--- src/rtl/debugger_apb_sequencer.sv ---
// APB3 slave front end for the debugger microcode ROM: halts the CPU, steps the ROM
// until it signals the last step, then completes the APB transfer with read data or an error.
module debugger_apb_sequencer #(
  parameter int PADDR_W   = 16,
  parameter int ADDR_W    = 5,
  parameter int DATA_W    = 8,
  parameter int MAX_STEPS = 4,
  localparam int STEP_W   = $clog2(MAX_STEPS)
) (
  input  logic               clk,
  input  logic               rst_n,
  input  logic               psel,
  input  logic               penable,
  input  logic               pwrite,
  input  logic [PADDR_W-1:0] paddr,
  input  logic [DATA_W-1:0]  pwdata,
  output logic [DATA_W-1:0]  prdata,
  output logic               pready,
  output logic               pslverr,
  output logic               halt_req,
  input  logic               halt_ack,
  output logic [ADDR_W-1:0]  uc_addr,
  output logic               uc_write,
  output logic [STEP_W-1:0]  uc_step,
  input  logic               uc_pready,
  input  logic               uc_paddr_or_pwdata,
  input  logic               uc_outreg_or_bus,
  output logic               dbg_active,
  output logic [DATA_W-1:0]  dbg_bus_out,
  input  logic [DATA_W-1:0]  dbg_bus_in,
  input  logic [DATA_W-1:0]  outreg_in
);

  typedef enum logic [2:0] {
    IDLE = 3'd0,
    HALT = 3'd1,
    RUN  = 3'd2,
    DONE = 3'd3,
    ERR  = 3'd4
  } state_t;

  localparam logic [STEP_W-1:0] LAST_STEP = STEP_W'(MAX_STEPS - 1);

  state_t              state_q, state_d;
  logic [ADDR_W-1:0]   addr_q, addr_d;
  logic                write_q, write_d;
  logic [DATA_W-1:0]   wdata_q, wdata_d;
  logic [DATA_W-1:0]   prdata_q, prdata_d;
  logic                pready_q, pready_d;
  logic                pslverr_q, pslverr_d;
  logic                halt_q, halt_d;
  logic [STEP_W-1:0]   step_q, step_d;

  // State and output registers.
  always_ff @(posedge clk or negedge rst_n) begin
    if (!rst_n) begin
      state_q   <= IDLE;
      addr_q    <= '0;
      write_q   <= 1'b0;
      wdata_q   <= '0;
      prdata_q  <= '0;
      pready_q  <= 1'b0;
      pslverr_q <= 1'b0;
      halt_q    <= 1'b0;
      step_q    <= '0;
    end else begin
      state_q   <= state_d;
      addr_q    <= addr_d;
      write_q   <= write_d;
      wdata_q   <= wdata_d;
      prdata_q  <= prdata_d;
      pready_q  <= pready_d;
      pslverr_q <= pslverr_d;
      halt_q    <= halt_d;
      step_q    <= step_d;
    end
  end

  // Next-state logic; pready/pslverr are recomputed every cycle so they drop on exit.
  always_comb begin
    state_d   = state_q;
    addr_d    = addr_q;
    write_d   = write_q;
    wdata_d   = wdata_q;
    prdata_d  = prdata_q;
    pready_d  = 1'b0;
    pslverr_d = 1'b0;
    halt_d    = halt_q;
    step_d    = step_q;
    case (state_q)
      IDLE: begin
        if (psel && !penable) begin
          addr_d  = paddr[ADDR_W-1:0];
          write_d = pwrite;
          wdata_d = pwdata;
          step_d  = '0;
          if (paddr[PADDR_W-1:ADDR_W] != '0) begin
            state_d = ERR;
          end else begin
            halt_d  = 1'b1;
            state_d = HALT;
          end
        end else begin
          halt_d = 1'b0;
        end
      end
      HALT: begin
        if (!psel) begin
          state_d = IDLE;
          halt_d  = 1'b0;
        end else if (halt_ack) begin
          state_d = RUN;
          step_d  = '0;
        end else begin
          state_d = HALT;
        end
      end
      RUN: begin
        // halt_ack is deliberately not looked at here: once running, the ROM sequence finishes.
        if (!psel) begin
          state_d = IDLE;
          halt_d  = 1'b0;
          step_d  = '0;
        end else if (uc_pready) begin
          if (!write_q) begin
            prdata_d = uc_outreg_or_bus ? outreg_in : dbg_bus_in;
          end else begin
            prdata_d = prdata_q;
          end
          state_d  = DONE;
          pready_d = 1'b1;
        end else if (step_q == LAST_STEP) begin
          state_d   = ERR;
          pready_d  = 1'b1;
          pslverr_d = 1'b1;
        end else begin
          step_d = step_q + STEP_W'(1);
        end
      end
      DONE, ERR: begin
        if (!psel || (penable && pready_q)) begin
          state_d = IDLE;
          halt_d  = 1'b0;
          step_d  = '0;
        end else begin
          pready_d  = 1'b1;
          pslverr_d = (state_q == ERR);
        end
      end
      default: begin
        state_d = IDLE;
        halt_d  = 1'b0;
        step_d  = '0;
      end
    endcase
  end

  assign prdata     = prdata_q;
  assign pready     = pready_q;
  assign pslverr    = pslverr_q;
  assign halt_req   = halt_q;
  assign uc_addr    = addr_q;
  assign uc_write   = write_q;
  assign uc_step    = step_q;
  assign dbg_active = (state_q == RUN);

  // The ROM selects per step between the address byte (index rebased by 8) and the write data.
  always_comb begin
    if (state_q == RUN) begin
      if (uc_paddr_or_pwdata) begin
        dbg_bus_out = {{(DATA_W-ADDR_W){1'b0}}, addr_q - ADDR_W'(8)};
      end else begin
        dbg_bus_out = wdata_q;
      end
    end else begin
      dbg_bus_out = '0;
    end
  end

endmodule

--- config.mk ---
export PLATFORM = sky130hd
export DESIGN_NAME = debugger_apb_sequencer
export DESIGN_NICKNAME = d
export VERILOG_FILES = /design/src/rtl/debugger_apb_sequencer.sv
export SDC_FILE = /design/constraint.sdc
export NUM_CORES = 1
export LEC_CHECK = 0
export ABC_AREA = 1
export CORE_MARGIN = 4
export CORE_UTILIZATION = 40
export CTS_CLUSTER_DIAMETER = 60
export CTS_CLUSTER_SIZE = 28
export DETAILED_ROUTE_END_ITERATION = 8
export PLACE_DENSITY = 0.75
export SYNTH_ARGS = -nofsm -noshare
export SYNTH_HDL_FRONTEND = slang
export SYNTH_SLANG_ARGS = --single-unit
--- constraint.sdc ---
create_clock -name clk -period 1.8 [get_ports clk]
set_input_delay 0.45 -clock clk [delete_from_list [all_inputs] [get_ports clk]]
set_output_delay 0.45 -clock clk [all_outputs]
set_load 0.02 [all_outputs]
After elaboration in Yosys (flattened, before gate mapping)
Index checks and enable logic that the tools add are counted.

Register bits: 30. Input bits: 49. Output and inout bits: 28. Logic and storage cells: 74.

Add/sub/neg operators: 2. Equality and inequality tests: 14. Muxes and demuxes: 34. Bitwise gates (word level): 1. Reductions and logical operators: 14.

Operator list (count): 8-bit two-way mux (3); 2-bit two-way mux (9); 3-bit two-way mux (6); 3-bit case mux with 4 select lines (1); 1-bit two-way mux (11); 11-bit nonzero test (1); 2-bit != test, second input constant (5); 3-bit != test, second input constant (3); 2-bit case mux with 4 select lines (1); 3-bit by 2-bit equality test with 1-bit output, second input constant (2); 3-bit AND reduction (2); 6-bit AND reduction (1); 5-bit by 4-bit subtractor with 5-bit output, second input constant (1); 4-bit by 3-bit != test with 1-bit output, second input constant (1); 1-bit case mux with 2 select lines (2); 4-bit AND reduction (1); 2-bit OR reduction (2); 3-bit by 1-bit equality test with 1-bit output, second input constant (1); 3-bit equality test, second input constant (1); 3-bit logical NOT (1); 1-bit case mux with 3 select lines (1); 2-bit by 1-bit adder with 2-bit output, second input constant (1); 2-bit equality test, second input constant (1); 1-bit logical AND (2); 4 further kinds (5).

Logic depth before layout (Yosys ltp)
Gate-level depths: netlist (run 1).

Depth in word-level cells: 5. Depth in mapped cells: 9. Depth with buffers taken out: 9.

Least setup slack after synthesis (run 1)
Ideal clock, no wire load.

Path kind: register -> output. From: register state_q[2]. To: output port dbg_bus_out[3]. Data arrival time: 1315 ps. Required time: 1350 ps. Path slack: 35 ps. Stages on the path, launching flop included: 5. Path buffers: 1. Cell sequence: dfrtp_1 > nor2_1 > nand2_2 > buf_2 > a211oi_1.

Longest elaborated chain between the ends: 2.

RTL lines: start, declared (RTL line 44) `state_t state_q, state_d;`; start signal, assigned (RTL line 67) `state_q <= state_d;`; 3-bit by 2-bit equality test with 1-bit output (RTL line 169) `if (state_q == RUN) begin`; 8-bit two-way mux (RTL line 169); end, declared (RTL line 29) `output logic [DATA_W-1:0] dbg_bus_out,`.

Every way passes these cells.

Final worst setup path (run 1)
From: register state_q[0]. To: output port dbg_bus_out[4].

Same word-level chain as after synthesis.

==> metrics.md, run 1 <==
| Metric | Value |
|---|---|
| Buffer type at the clock tree root | `sky130_fd_sc_hd__clkbuf_8` |
| Measured slew at the worst slew-check pin | `about 0.36 ns` |
| Final period demand of the worst path | `approximately 1.8 ns` |
| Leakage power | `1.355 nW` |
| Area enclosed by the die boundary | `0.005031 mm²` |
| Sequential fraction of the synthesis area | `47.39%` |
| Period Utilization, post-route | `101.2%` |
| Wire length after detailed routing | `between 3 and 4 mm` |
| Arr. time, crit path | `roughly 1.4 ns` |
| Count of unique library cells instantiated by Yosys | `24` |
| Most used cells in the layout excluding fill and tap cells | `sky130_fd_sc_hd__nand2_1, sky130_fd_sc_hd__clkdlybuf4s50_1, sky130_fd_sc_hd__dfrtp_1` |
| Clk pwr share | `between 20 and 30%` |
| Layout Cell Area excl Fill | `0.002650 mm²` |
| CTS max path bufs | `2` |
| P_sw | `987.8 µW` |
| Number of diodes | `0` |
| Start-to-end type of the worst setup path | `register to output port` |
| Worst-case headroom to the max-slew limit | `roughly three quarters` |
| Core region area | `between 0.003 and 0.004 mm²` |
| Nature of the critical path startpoint | `register` |
| Syn_area_per_cell | `7.652 µm²` |
| Instance area after placement | `between 0.002 and 0.0025 mm²` |
| Switching part of the total | `roughly a third` |
| Gpl congestion | `0.8146` |
| Height of the die | `70.93 µm` |
| Clock latency reported for the late side of the worst-skew pair | `0.28 ns` |
| Placed insts | `338` |
| Capturing element type of the critical path | `output port` |
| Number of buffers added on ports | `76` |
| Total vias in the final route | `between 1500 and 2000` |
| Share of post-route cells with drive strength above 1 | `~15%` |
| Row count | `22` |
| Hpwl dp | `3.253 mm` |
| Maximum clock skew at final layout | `0.003535 ns` |
| Failing checks | `setup timing` |
| Power consumption | `~3 mW` |
| First DRT Iteration DRCs | `40` |
| Launching instance or port of the critical path | `state_q[0]$_DFFE_PN0P_` |
| Commonest non-fill, non-tap cell in the layout | `sky130_fd_sc_hd__nand2_1` |
| Depth of the worst hold-timing path | `2` |
| # IOs | `77` |
| Fraction of the core area covered by cells at the end of the flow | `a little over two thirds` |
| Cts bufs inserted | `5` |
| Run status | `finished, violations left` |
| Final WS setup | `-0.02075 ns` |
| Via count of the first global-routing pass | `1550` |
| Power density cells | `1130 mW/mm²` |
| Sum of negative setup slack | `-0.02158 ns` |
| Syn Std Cell Area | `0.001584 mm²` |
| Endpoint of the lowest-slack register-to-register path | `state_q[2]$_DFFE_PN0P_` |
| DR DRC count | `0` |
| Number of hold violations in the final report | `0` |
| Maximum number of pins on one net before global-route repair | `31` |
| Cell count after synthesis | `207` |
| Termination of the worst setup path | `dbg_bus_out[4]` |
| Post-CTS clock slew at the launch and capture registers of the worst setup and hold paths | `0.06 ns` |
| Area delta synth->final | `67.30%` |
| Seq cells post-synth | `30` |
| Worst reg-to-reg setup slack | `0.26 ns` |
| Logic depth of the worst register-to-register path | `11` |
| Yosys Warn Count | `0` |
| Antenna violations before repair | `0` |
| Die width | `70.93 µm` |
| Average wire per cell in the routed design | `11.36 µm` |
| Worst voltage drop across the vdd grid | `817.4 µV` |
| Max-cap violations | `0` |
| Net Count, Synth | `257` |
| Non-Filler Instances | `between 300 and 400` |
| Required time worst endpoint | `1.35 ns` |
| Vias per cell | `4.606` |
| Aggregate global routing overflow | `0` |
| First-pass GRT wire length | `6.789 mm` |
| Crit Path Max Fanout | `7` |
| Top FF cell, synth | `sky130_fd_sc_hd__dfrtp_1` |
| Post-synth ARST share | `100.0%` |
| Initial standard-cell utilization of the core | `42.31%` |
| Clock sinks | `30` |
| Number of enable flip-flop cells after synthesis | `0` |
| Unrepaired setup endpoints after global routing | `true` |
| Fraction of power consumed by combinational cells | `about 36%` |
| H-Tree Depth | `2` |
| Cell-internal power | `between 2 and 2.5 mW` |
| Count of antenna-violating nets left after detailed routing | `0` |
| DP Worst Slack | `-0.6528 ns` |
| Maximum clock frequency | `0.5492 GHz` |
| # setup viols final | `2` |
| Clock tree from TritonCTS | `built` |
| Reg-to-reg critical path startpoint | `state_q[0]$_DFFE_PN0P_` |
| Class of the tightest hold or removal check | `register to register` |
| Length of the first detailed-routing pass in iterations | `4` |
| All-layer global routing usage | `16.65%` |
| Total number of nets in the final design | `349` |
| Sequential group share of total power | `36.1%` |
| Final-report max-slew violation count | `0` |
| Worst-case hold slack | `a little under 0.5 ns` |
[power groups by stage]
stage / combinational (mW) / sequential [mW] / clock [mW]
after detailed placement: 1.09 / 1.08 / 0
after global routing: 1.19 / 1.11 / 0.890
after global placement: 1.07 / 1.09 / 0
final: 1.07 / 1.08 / 0.841
after CTS: 1.08 / 1.08 / 0.854
after floorplan: 0.419 / 1.22 / 0
[repair_timing]
action / CTS / global route
gates resized for setup: 50 / 10
pin swaps: 1 / 2
setup endpoints to repair: 10 / 9
hold endpoints to repair: 0 / 0
buffers inserted: 1 / 1
hold buffers: 0 / 0
[cells in the mapped netlist (2+ instances only)]
cell                       instances  share of area, %
sky130_fd_sc_hd__inv_2             2              0.47
sky130_fd_sc_hd__mux2i_1           8               5.1
sky130_fd_sc_hd__nand3_1           6               1.9
sky130_fd_sc_hd__clkbuf_1          2              0.47
sky130_fd_sc_hd__nand2_1          83                20
sky130_fd_sc_hd__o21ai_0           3              0.95
sky130_fd_sc_hd__inv_1            11               2.6
sky130_fd_sc_hd__nor2_1           31               7.3
sky130_fd_sc_hd__dfrtp_1          30                47
sky130_fd_sc_hd__buf_6             3               2.1
sky130_fd_sc_hd__a21oi_1          15               4.7
[logic make-up after synthesis]
| group | after synthesis | synth area share [%] |
|---|---|---|
| AND/OR/NAND/NOR | 126 | 32.86 |
| flip-flops | 30 | 47.39 |
| AO/OA/AOI/OAI | 21 | 6.872 |
| buffers and inverters | 20 | 6.477 |
| multiplexers | 8 | 5.055 |
| XOR/XNOR | 1 | 0.5530 |
| adder cells (fa/ha/maj) | 1 | 0.7898 |
[layer usage]
metal	GRT usage, %	share of wire (%)	vias to the layer above
met2	28.42	50	42
met1	19.98	41	721
met5	0	0	-
met3	5.824	7.5	6
met4	4.384	1.2	0
li1	-	-	834
[layout make-up]
class,instances,area [µm²]
Clock buffer,6,82.58
Clock inverter,2,60.06
Fill cell,315,1094
Inverter,13,48.80
Multi-Input combinational cell,157,757.0
Sequential cell,30,750.7
Tap cell,48,60.06
Timing Repair Buffer,92,890.9
[worst max-delay path, stage by stage (launching register included)]
cell and delay (ns):
sky130_fd_sc_hd__dfrtp_1 0.38, sky130_fd_sc_hd__nor2_1 0.13, sky130_fd_sc_hd__nand2_2 0.14, sky130_fd_sc_hd__inv_2 0.09
sky130_fd_sc_hd__o21ai_1 0.06, sky130_fd_sc_hd__a21oi_1 0.13, sky130_fd_sc_hd__buf_4 0.16
[worst min path at each step]
stage                                 startpoint                     end  slack (ns)
after floorplan                            rst_n    halt_req$_DFFE_PN0P_        0.15
after global placement    wdata_q[6]$_DFFE_PN0P_  wdata_q[6]$_DFFE_PN0P_        0.47
after detailed placement  wdata_q[4]$_DFFE_PN0P_  wdata_q[4]$_DFFE_PN0P_        0.47
after CTS                 wdata_q[6]$_DFFE_PN0P_  wdata_q[6]$_DFFE_PN0P_        0.48
after global routing      wdata_q[6]$_DFFE_PN0P_  wdata_q[6]$_DFFE_PN0P_        0.51
final                     wdata_q[6]$_DFFE_PN0P_  wdata_q[6]$_DFFE_PN0P_        0.48
[sequential cells by signal, indices dropped and copies added, names as in the netlist]
register  count
uc_step       2
state_q       3
uc_write      1
pslverr       1
halt_req      1
pready        1
uc_addr       5
wdata_q       8
prdata        8
(Power assumes the default switching activity.)
==> run 2: changes to the inputs <==
--- a/config.mk
+++ b/config.mk
@@ -7,11 +7,12 @@
 export LEC_CHECK = 0
 export ABC_AREA = 1
 export CORE_MARGIN = 4
-export CORE_UTILIZATION = 40
+export CORE_UTILIZATION = 43
 export CTS_CLUSTER_DIAMETER = 60
 export CTS_CLUSTER_SIZE = 28
 export DETAILED_ROUTE_END_ITERATION = 8
-export PLACE_DENSITY = 0.75
+export HOLD_SLACK_MARGIN = 0.15
+export PLACE_DENSITY = 0.8
 export SYNTH_ARGS = -nofsm -noshare
 export SYNTH_HDL_FRONTEND = slang
 export SYNTH_SLANG_ARGS = --single-unit
==> constraint.sdc (replaced) <==
create_clock -name clk -period 2.2 [get_ports clk]
set_input_delay 0.55 -clock clk [delete_from_list [all_inputs] [get_ports clk]]
set_output_delay 0.55 -clock clk [all_outputs]
set_load 0.02 [all_outputs]
==> run 2 against run 1 <==
The run now ends clean; critical path depth decreased by 2; routed wire length rose by 6.3%; clock-buffer cell count is the same; sequential cell count is the same; largest cell class unchanged.
==> metrics.md, run 2 (synthesis gave the netlist of run 1 again) <==
| Metric | Value |
|---|---|
| Run status | `finished clean` |
| Worst voltage drop across the vdd grid | `629.4 µV (-23%)` |
| Critical-path cell with the highest stage delay | `sky130_fd_sc_hd__dlygate4sd2_1` |
| Buffer type at the clock tree root | `sky130_fd_sc_hd__clkbuf_8` |
| DR DRC count | `0 (unchanged)` |
| Power density cells | `920.3 mW/mm² (-19%)` |
| Final-report max-slew violation count | `0 (unchanged)` |
| Core region area | `0.003442 mm² (-8.1%)` |
| Cells along the critical path | `dlygate4sd2_1, nor2_1, a211oi_1, dlygate4sd2_1` |
| Average wire per cell in the routed design | `12.40 µm (+9.1%)` |
| Row count | `21 (-4.5%)` |
| Start-to-end type of the worst setup path | `primary input to output port` |
| Cts bufs inserted | `5 (unchanged)` |
| Measured slew at the worst slew-check pin | `0.4586 ns (+0.1030 ns)` |
| Endpoint of the lowest-slack register-to-register path | `uc_step[1]$_DFFE_PN0P_` |
| CTS max path bufs | `2 (unchanged)` |
| Worst-case hold slack | `0.4824 ns (+0.001011 ns)` |
| Number of diodes | `0 (unchanged)` |
| Number of filler instances in the final layout | `297 (-5.7%)` |
| Required time worst endpoint | `1.65 ns (+0.30 ns)` |
| Max-cap violations | `0 (unchanged)` |
| Depth of the worst hold-timing path | `2 (unchanged)` |
| Leakage power | `1.285 nW (-5.2%)` |
| First DRT Iteration DRCs | `56 (+40%)` |
| Gpl congestion | `0.8658 (+6.3%)` |
| Hold-fix buffer count after cts | `0 (unchanged)` |
| Maximum clock skew at final layout | `0.008082 ns (+0.004547 ns)` |
| Clock latency reported for the late side of the worst-skew pair | `0.28 ns (about the same)` |
| Capturing element type of the critical path | `output port` |
| Maximum clock frequency | `0.4753 GHz` |
| Commonest non-fill, non-tap cell in the layout | `sky130_fd_sc_hd__nand2_1` |
| Number of buffers added on ports | `76 (unchanged)` |
| First-pass GRT wire length | `7.058 mm (+4.0%)` |
| Worst-case headroom to the max-slew limit | `69.33% (-7.0 points)` |
| Wire length after detailed routing | `4.204 mm (+6.3%)` |
| Aggregate global routing overflow | `0 (unchanged)` |
| # IOs | `77 (unchanged)` |
| H-Tree Depth | `2 (unchanged)` |
| Total vias in the final route | `1605 (+0.12%)` |
| Hpwl dp | `3.326 mm (+2.2%)` |
| Post-CTS clock slew at the launch and capture registers of the worst setup and hold paths | `0.05 ns (about the same)` |
| Unrepaired setup endpoints after global routing | `false` |
| Clock sinks | `30 (unchanged)` |
| Final period demand of the worst path | `2.104 ns` |
| Non-Filler Instances | `339 (-2.6%)` |
| Endpoint of the worst hold path | `wdata_q[1]$_DFFE_PN0P_` |
| Area taken by flip-flops and latches | `750.7 µm² (unchanged)` |
| Clock tree from TritonCTS | `built` |
| Worst reg-to-reg setup slack | `0.71 ns (+0.45 ns)` |
| Reg-to-reg critical path startpoint | `uc_step[0]$_DFFE_PN0P_` |
| Die width | `68.70 µm (-3.2%)` |
| Maximum number of pins on one net before global-route repair | `31 (unchanged)` |
| Initial standard-cell utilization of the core | `46.02% (+3.7 points)` |
| All-layer global routing usage | `20.41% (+3.8 points)` |
| Placed insts | `332 (-1.8%)` |
| Class of the tightest hold or removal check | `register to register` |
| Logic depth of the worst register-to-register path | `7 (-4)` |
| Biggest cell delay along the critical path | `0.37 ns (about the same)` |
| Multi-input combinational cell area | `730.7 µm² (-3.5%)` |
| Period Utilization, post-route | `95.64%` |
| Crit Path Max Fanout | `8 (+1)` |
| Vias per cell | `4.735 (+2.8%)` |
| # setup viols final | `0 (-2)` |
| Via count of the first global-routing pass | `1663 (+7.3%)` |
| Count of antenna-violating nets left after detailed routing | `0 (unchanged)` |
| Hold wc startpoint | `wdata_q[1]$_DFFE_PN0P_` |
| Most used cells in the layout excluding fill and tap cells | `sky130_fd_sc_hd__nand2_1, sky130_fd_sc_hd__clkdlybuf4s50_1, sky130_fd_sc_hd__nor2_1` |
| Cell repeated most along the worst path | `sky130_fd_sc_hd__dlygate4sd2_1` |
| Total number of nets in the final design | `343 (-1.7%)` |
| Height of the die | `68.70 µm (-3.2%)` |
| Area delta synth->final | `58.93%` |
| Area enclosed by the die boundary | `0.004719 mm² (-6.2%)` |
| Power consumption | `2.317 mW (-23%)` |
| Number of hold violations in the final report | `0 (unchanged)` |
| Length of the first detailed-routing pass in iterations | `4 (unchanged)` |
| Antenna violations before repair | `0 (unchanged)` |
| Nature of the critical path startpoint | `primary input` |
| Share of post-route cells with drive strength above 1 | `8.874% (-6.1 points)` |
| Arr. time, crit path | `1.55 ns (+0.18 ns)` |
-- run 2: changes by cell type in the layout (fill, tap and decap cells not counted), moves of 2 or more --
| cell | delta |
|---|---|
| sky130_fd_sc_hd__buf_12 | -2 |
| sky130_fd_sc_hd__dlygate4sd2_1 | +5 |
| sky130_fd_sc_hd__nor2_4 | -3 |
| sky130_fd_sc_hd__nor2_1 | +3 |
| sky130_fd_sc_hd__clkbuf_2 | +2 |
| sky130_fd_sc_hd__clkdlybuf4s50_1 | +3 |
| sky130_fd_sc_hd__buf_6 | -4 |
| sky130_fd_sc_hd__buf_4 | -5 |
| sky130_fd_sc_hd__buf_2 | -4 |
| sky130_fd_sc_hd__dlymetal6s2s_1 | -2 |
-- run 2: power breakdown --
group	leakage, nW	switching [mW]	total (mW)	internal, mW
clock network	0.0573	0.194	0.556	0.362
logic	0.844	0.461	0.875	0.414
registers	0.383	0.141	0.886	0.744
-- run 2: worst max-delay path by stage --
stage	endpoint	cells after the start	slack [ns]	startpoint
after floorplan	dbg_bus_out[3]	3	0.26	uc_paddr_or_pwdata
after global placement	dbg_bus_out[2]	5	-0.41	uc_paddr_or_pwdata
after detailed placement	dbg_bus_out[1]	5	-0.48	uc_paddr_or_pwdata
after CTS	dbg_bus_out[4]	6	0.05	state_q[2]$_DFFE_PN0P_
after global routing	dbg_bus_out[6]	5	0.008	state_q[2]$_DFFE_PN0P_
final	dbg_bus_out[3]	4	0.1	uc_paddr_or_pwdata
-- run 2: repair_timing --
action / in CTS / in global routing
buffers inserted: 0 / 0
setup endpoints to repair: 9 / 3
gates resized for setup: 11 / 5
endpoints found under the hold margin: 0 / 0
-- run 2: per-stage QoR --
step           utilization (%)  setup WS, ns  instance area, µm²  TNS (ns)
3_3_place_gp             70.41       -0.4110                2424    -3.063
5_1_grt                  73.14      0.008414                2517         0
4_1_cts                  73.32       0.04956                2524         0
2_1_floorplan                -        0.2603                1584         0
3_5_place_dp             70.41       -0.4761                2424    -3.494
6_report                 73.14       0.09585                2517         0
-- run 2: final cells by class --
type	instances	area share [%]
Tap cell	46	2.286
Inverter	13	1.938
Sequential cell	30	29.82
Timing Repair Buffer	86	32.46
Multi-Input combinational cell	157	29.03
Clock inverter	1	1.193
Clock buffer	6	3.280
-- run 2: worst max-delay path, delay by kind of cell --
| family | cells | cell delay [ns] |
|---|---|---|
| buffers and inverters | 2 | 0.72 |
| AO/OA/AOI/OAI | 1 | 0.20 |
| AND/OR/NAND/NOR | 1 | 0.08 |
-- run 2: per-layer routing --
layer	vias to the layer above	routed length (µm)	GRT usage (%)	share of wire [%]
li1	822	-	-	-
met1	732	1732	23.01	41
met2	45	2142	36.23	51
met3	6	270	6.159	6.4
met4	0	58	7.299	1.4
met5	-	0	0	0
==> run 3: changes to the inputs <==
--- a/config.mk
+++ b/config.mk
@@ -8,7 +8,6 @@
 export ABC_AREA = 1
 export CORE_MARGIN = 4
 export CORE_UTILIZATION = 43
-export CTS_CLUSTER_DIAMETER = 60
 export CTS_CLUSTER_SIZE = 28
 export DETAILED_ROUTE_END_ITERATION = 8
 export HOLD_SLACK_MARGIN = 0.15
==> results of run 3 <==
No change in the layout: final DEF, timing and power equal those of run 2.
==> variant 1: new RTL, flow settings as in run 1 <==
Put a register stage on the output `dbg_bus_out`, cleared by the reset. The value now appears one clock later. The other outputs are not delayed to match.
--- a/src/rtl/debugger_apb_sequencer.sv
+++ b/src/rtl/debugger_apb_sequencer.sv
@@ -40,6 +40,8 @@
   } state_t;
 
   localparam logic [STEP_W-1:0] LAST_STEP = STEP_W'(MAX_STEPS - 1);
+
+  logic [DATA_W-1:0] dbg_bus_d;
 
   state_t              state_q, state_d;
   logic [ADDR_W-1:0]   addr_q, addr_d;
@@ -168,12 +170,20 @@
   always_comb begin
     if (state_q == RUN) begin
       if (uc_paddr_or_pwdata) begin
-        dbg_bus_out = {{(DATA_W-ADDR_W){1'b0}}, addr_q - ADDR_W'(8)};
+        dbg_bus_d = {{(DATA_W-ADDR_W){1'b0}}, addr_q - ADDR_W'(8)};
       end else begin
-        dbg_bus_out = wdata_q;
+        dbg_bus_d = wdata_q;
       end
     end else begin
-      dbg_bus_out = '0;
+      dbg_bus_d = '0;
+    end
+  end
+
+  always_ff @(posedge clk or negedge rst_n) begin
+    if (!rst_n) begin
+      dbg_bus_out <= '0;
+    end else begin
+      dbg_bus_out <= dbg_bus_d;
     end
   end
 
Function: changed (a bounded check fails within 4 cycles, from zero or initial values and one cycle with rst_n low).
==> variant 1 against run 1 <==
Total power up 4.7%; count of clock-buffer cells in the layout unchanged; sequential cell count is 8 higher; wire length up 10%; fmax up 3.9%; design area is 5.9% higher; clock skew shrank 0.00065 ns; sequential power increased by 17%; combinational power up 9%; area after synthesis up 15%; setup slack improved by 0.068 ns; largest power group unchanged.
==> variant 1: results <==
metrics = {
    "drt": {
        "m1WireLength_um": 1810,
        "num_vias": 1669,
        "wl_met3_um": 370,
        "drt_iter0_markers": 62,
        "wire_per_inst_um": 12.1,
        "route.met2.wl_um": 2150,
    },
    "hold_path": {
        "hold_class": "in2async",
    },
    "grt": {
        "grtUsageMet2": 0.273,
        "use_met3": 0.0594,
        "grt_pass1_wl_um": 6910,
        "grt_max_degree": 17,
        "met1_usage": 0.194,
        "antenna_found_initial": 0,
        "gr-usage-all-layers": 0.160,
        "grt_pass1_vias": 1575,
    },
    "critical_path": {
        "cp_slowest_cell": "clkdlybuf4s50_1",
        "critPathLaunch": "uc_addr[4]",
        "arrival_ns": 1.30,
        "crit_path_end": "uc_addr[4]",
        "rr_endpoint": "uc_step[0]",
        "worst_path_largest_cell_delay_ns": 0.62,
        "crit_fanout": 3,
        "reg2reg_from": "uc_step[0]",
        "rrSetupSlack_ns": 0.31,
        "rr_worst_depth": 7,
        "crit_family": "buffers and inverters",
    },
    "yosys": {
        "synth_common_cells": "nand2_1 (81), dfrtp_1 (38), nor2_1 (31)",
        "synth_fp_nets": 267,
        "synth_area_leaders": "dfrtp_1 (52%), nand2_1 (17%), nor2_1 (6.4%)",
        "synth-warning-count": 0,
        "ys.flop_type": "dfrtp_1",
        "synth_cell_types": 26,
        "synth-seq-area-share": 0.523,
        "avgSynthCellArea_um2": 8.38,
    },
    "cells_and_area": {
        "fin_cells": 360,
        "num_antenna_cells": 0,
        "drive_gt1_frac": 0.120,
    },
    "cts": {
        "clock_path_buffers": 2,
        "cts_root_buffer": "clkbuf_8",
        "clk_latency_ns": 0.28,
        "htree_levels": 2,
        "post-cts-setup-buffers": 0,
        "cts_resized": 3,
    },
    "placed_design": {
        "dp_cells": 352,
        "placed_cell_area_um2": 2700,
        "place.gp.congestion": 0.806,
        "dp.final_hpwl_um": 3530,
        "io_buffers": 76,
    },
    "timing": {
        "maxSlewViolCount": 0,
        "worst_slew_pin_slew_ns": 0.319,
        "fin_skew_ns": 0.00289,
    },
    "status": {
        "status": "complete, no violations",
    },
    "power": {
        "ir_drop_uv": 803,
        "leakagePower_nw": 1.38,
    },
}
variant 1: cell types whose count changed in the layout (fill, tap and decap cells not counted), moves of 3 or more:
cell | run 1 | this run
buf_2 | 4 | 1
buf_6 | 4 | 0
clkdlybuf4s50_1 | 63 | 72
dfrtp_1 | 30 | 38
nand2_2 | 1 | 4
nor2_1 | 28 | 31
nor2_4 | 3 | 0
variant 1: report_power, final:
part	switching, mW	internal (mW)
combinational	0.616	0.550
clock	0.295	0.413
sequential	0.158	1.10
variant 1: area by class of cell:
type                            instances  area, um2
Clock inverter                          2       37.5
Tap cell                               52       65.1
Fill cell                             387       1580
Clock buffer                            6       72.6
Sequential cell                        38        951
Multi-Input combinational cell        159        756
Timing Repair Buffer                   90        870
Inverter                               13       53.8
variant 1: cell families (layout without fill, tap and decap cells):
| group | count (synthesis) | in the layout | synth area share |
|---|---|---|---|
| XOR/XNOR | 1 | 1 | 0.00482 |
| multiplexers | 8 | 8 | 0.0440 |
| AND/OR/NAND/NOR | 129 | 129 | 0.299 |
| adder cells (fa/ha/maj) | 1 | 1 | 0.00688 |
| flip-flops | 38 | 38 | 0.523 |
| AO/OA/AOI/OAI | 20 | 20 | 0.0606 |
| buffers and inverters | 20 | 111 | 0.0612 |
variant 1: per-stage QoR:
step / power, mW / hold slack, ns / TNS, ns / setup slack, ns
6_report: 3.14 / 0.0490 / 0 / 0.0472
5_1_grt: 3.34 / 0.0607 / 0 / 0.00114
4_1_cts: 3.18 / 0.0540 / 0 / 0.0246
3_5_place_dp: 2.48 / 0.367 / -1.35 / -0.108
3_3_place_gp: 2.45 / 0.362 / -1.08 / -0.0747
2_1_floorplan: 1.90 / 0.154 / 0 / 0.391
==> variant 2: new RTL, config.mk and constraints of run 1 <==
Made on the original files. The parameter `MAX_STEPS` goes from 4 to 2.
--- a/src/rtl/debugger_apb_sequencer.sv
+++ b/src/rtl/debugger_apb_sequencer.sv
@@ -4,7 +4,7 @@
   parameter int PADDR_W   = 16,
   parameter int ADDR_W    = 5,
   parameter int DATA_W    = 8,
-  parameter int MAX_STEPS = 4,
+  parameter int MAX_STEPS = 2,
   localparam int STEP_W   = $clog2(MAX_STEPS)
 ) (
   input  logic               clk,
Interface: changed (resized uc_step); port bits go from 77 to 76. The function was not compared with the original's and may differ.
==> variant 2 against run 1 <==
Fmax increased by 3.4%; clock power decreased by 36%; setup slack improved by 0.060 ns; design area decreased by 3.5%; via count decreased by 6.9%; critical endpoint is now dbg_bus_out[6]; area after synthesis decreased by 1.0%; sequential cell count decreased by 1; critical path depth decreased by 1; utilization decreased by 2.0 points; synthesized cell count decreased by 5.8%; total power decreased by 4.0%; non-clock buffer count increased by 1; wire length decreased by 1.9%.
==> variant 2: results <==
metrics = {
    "placed_design": {
        "dp.final_hpwl_um": 3080,
        "io_buffers": 75,
        "dp_cells": 327,
        "placed_cell_area_um2": 2470,
        "place.gp.congestion": 0.847,
    },
    "critical_path": {
        "crit_fanout": 6,
        "arrival_ns": 1.31,
    },
    "cells_and_area": {
        "fin_cells": 335,
        "area_delta_synth_final_pct": 63.0,
        "fillCellCount": 319,
    },
    "cts": {
        "cts-buffers-inserted": 5,
        "cts_root_buffer": "clkbuf_8",
    },
    "power": {
        "power_frac_comb": 0.435,
        "power.switching_mw": 1.05,
        "leakagePower_nw": 1.26,
        "p_clk_mw": 0.541,
        "power-per-cell-area_nw_per_um2": 1120,
        "ir_drop_uv": 798,
    },
    "drt": {
        "drt_iter0_markers": 69,
        "post_drt_via_cell_ratio": 4.45,
        "route.final.wire_length_um": 3880,
    },
    "timing": {
        "relSlewSlack": 0.758,
        "fin_skew_ns": 0.00356,
        "tns_ns": 0,
    },
    "grt": {
        "use_met3": 0.0767,
        "gr-usage-all-layers": 0.162,
        "antenna_found_initial": 0,
        "grt_max_degree": 30,
        "met1_usage": 0.194,
        "grt_pass1_wl_um": 6380,
    },
    "yosys": {
        "synth-compound-area-share": 0.128,
        "synth_common_cells": "nand2_1 (43), dfrtp_1 (29), nor2_1 (27)",
        "synthAdderAreaFrac": 0,
        "synth_area_leaders": "dfrtp_1 (46%), nand2_1 (10%), nor2_1 (6.5%)",
        "synth_mux_area_frac": 0.0511,
        "synth-xor-area-share": 0.00559,
        "synth-seq-area-share": 0.463,
        "synth_cell_types": 28,
    },
    "status": {
        "status": "complete, no violations",
    },
}
[variant 2: worst paths after layout]
kind,slack [ns],to,from,cells past startpoint
min reg2reg,0.48,wdata_q[7],wdata_q[7],2
max,0.04,dbg_bus_out[6],state_q[2],5
min in group asynchronous,0.56,uc_addr[4],rst_n,2
min,0.48,wdata_q[7],wdata_q[7],2
max in group asynchronous,0.97,prdata[3],rst_n,2
max reg2reg,0.28,wdata_q[4],state_q[2],7
[variant 2: area by class of cell]
type / count / share of cell area
timing repair buffer: 93 / 0.348
multi-input combinational: 133 / 0.275
inverter: 25 / 0.0367
tap: 48 / 0.0235
clock buffer: 7 / 0.0338
sequential: 29 / 0.284
[variant 2: metal layers]
layer / wire [um] / vias to the layer above
li1: - / 800
met1: 1660 / 639
met2: 1820 / 47
met3: 342 / 6
met4: 57 / 0
met5: 0 / -
[variant 2: timing repair]
action                     CTS  global route
setup endpoints to repair   11            10
gates resized for setup     41            18
setup buffers                0             1
hold endpoints to repair     0             0
gates cloned                 0             0
hold buffers                 0             0
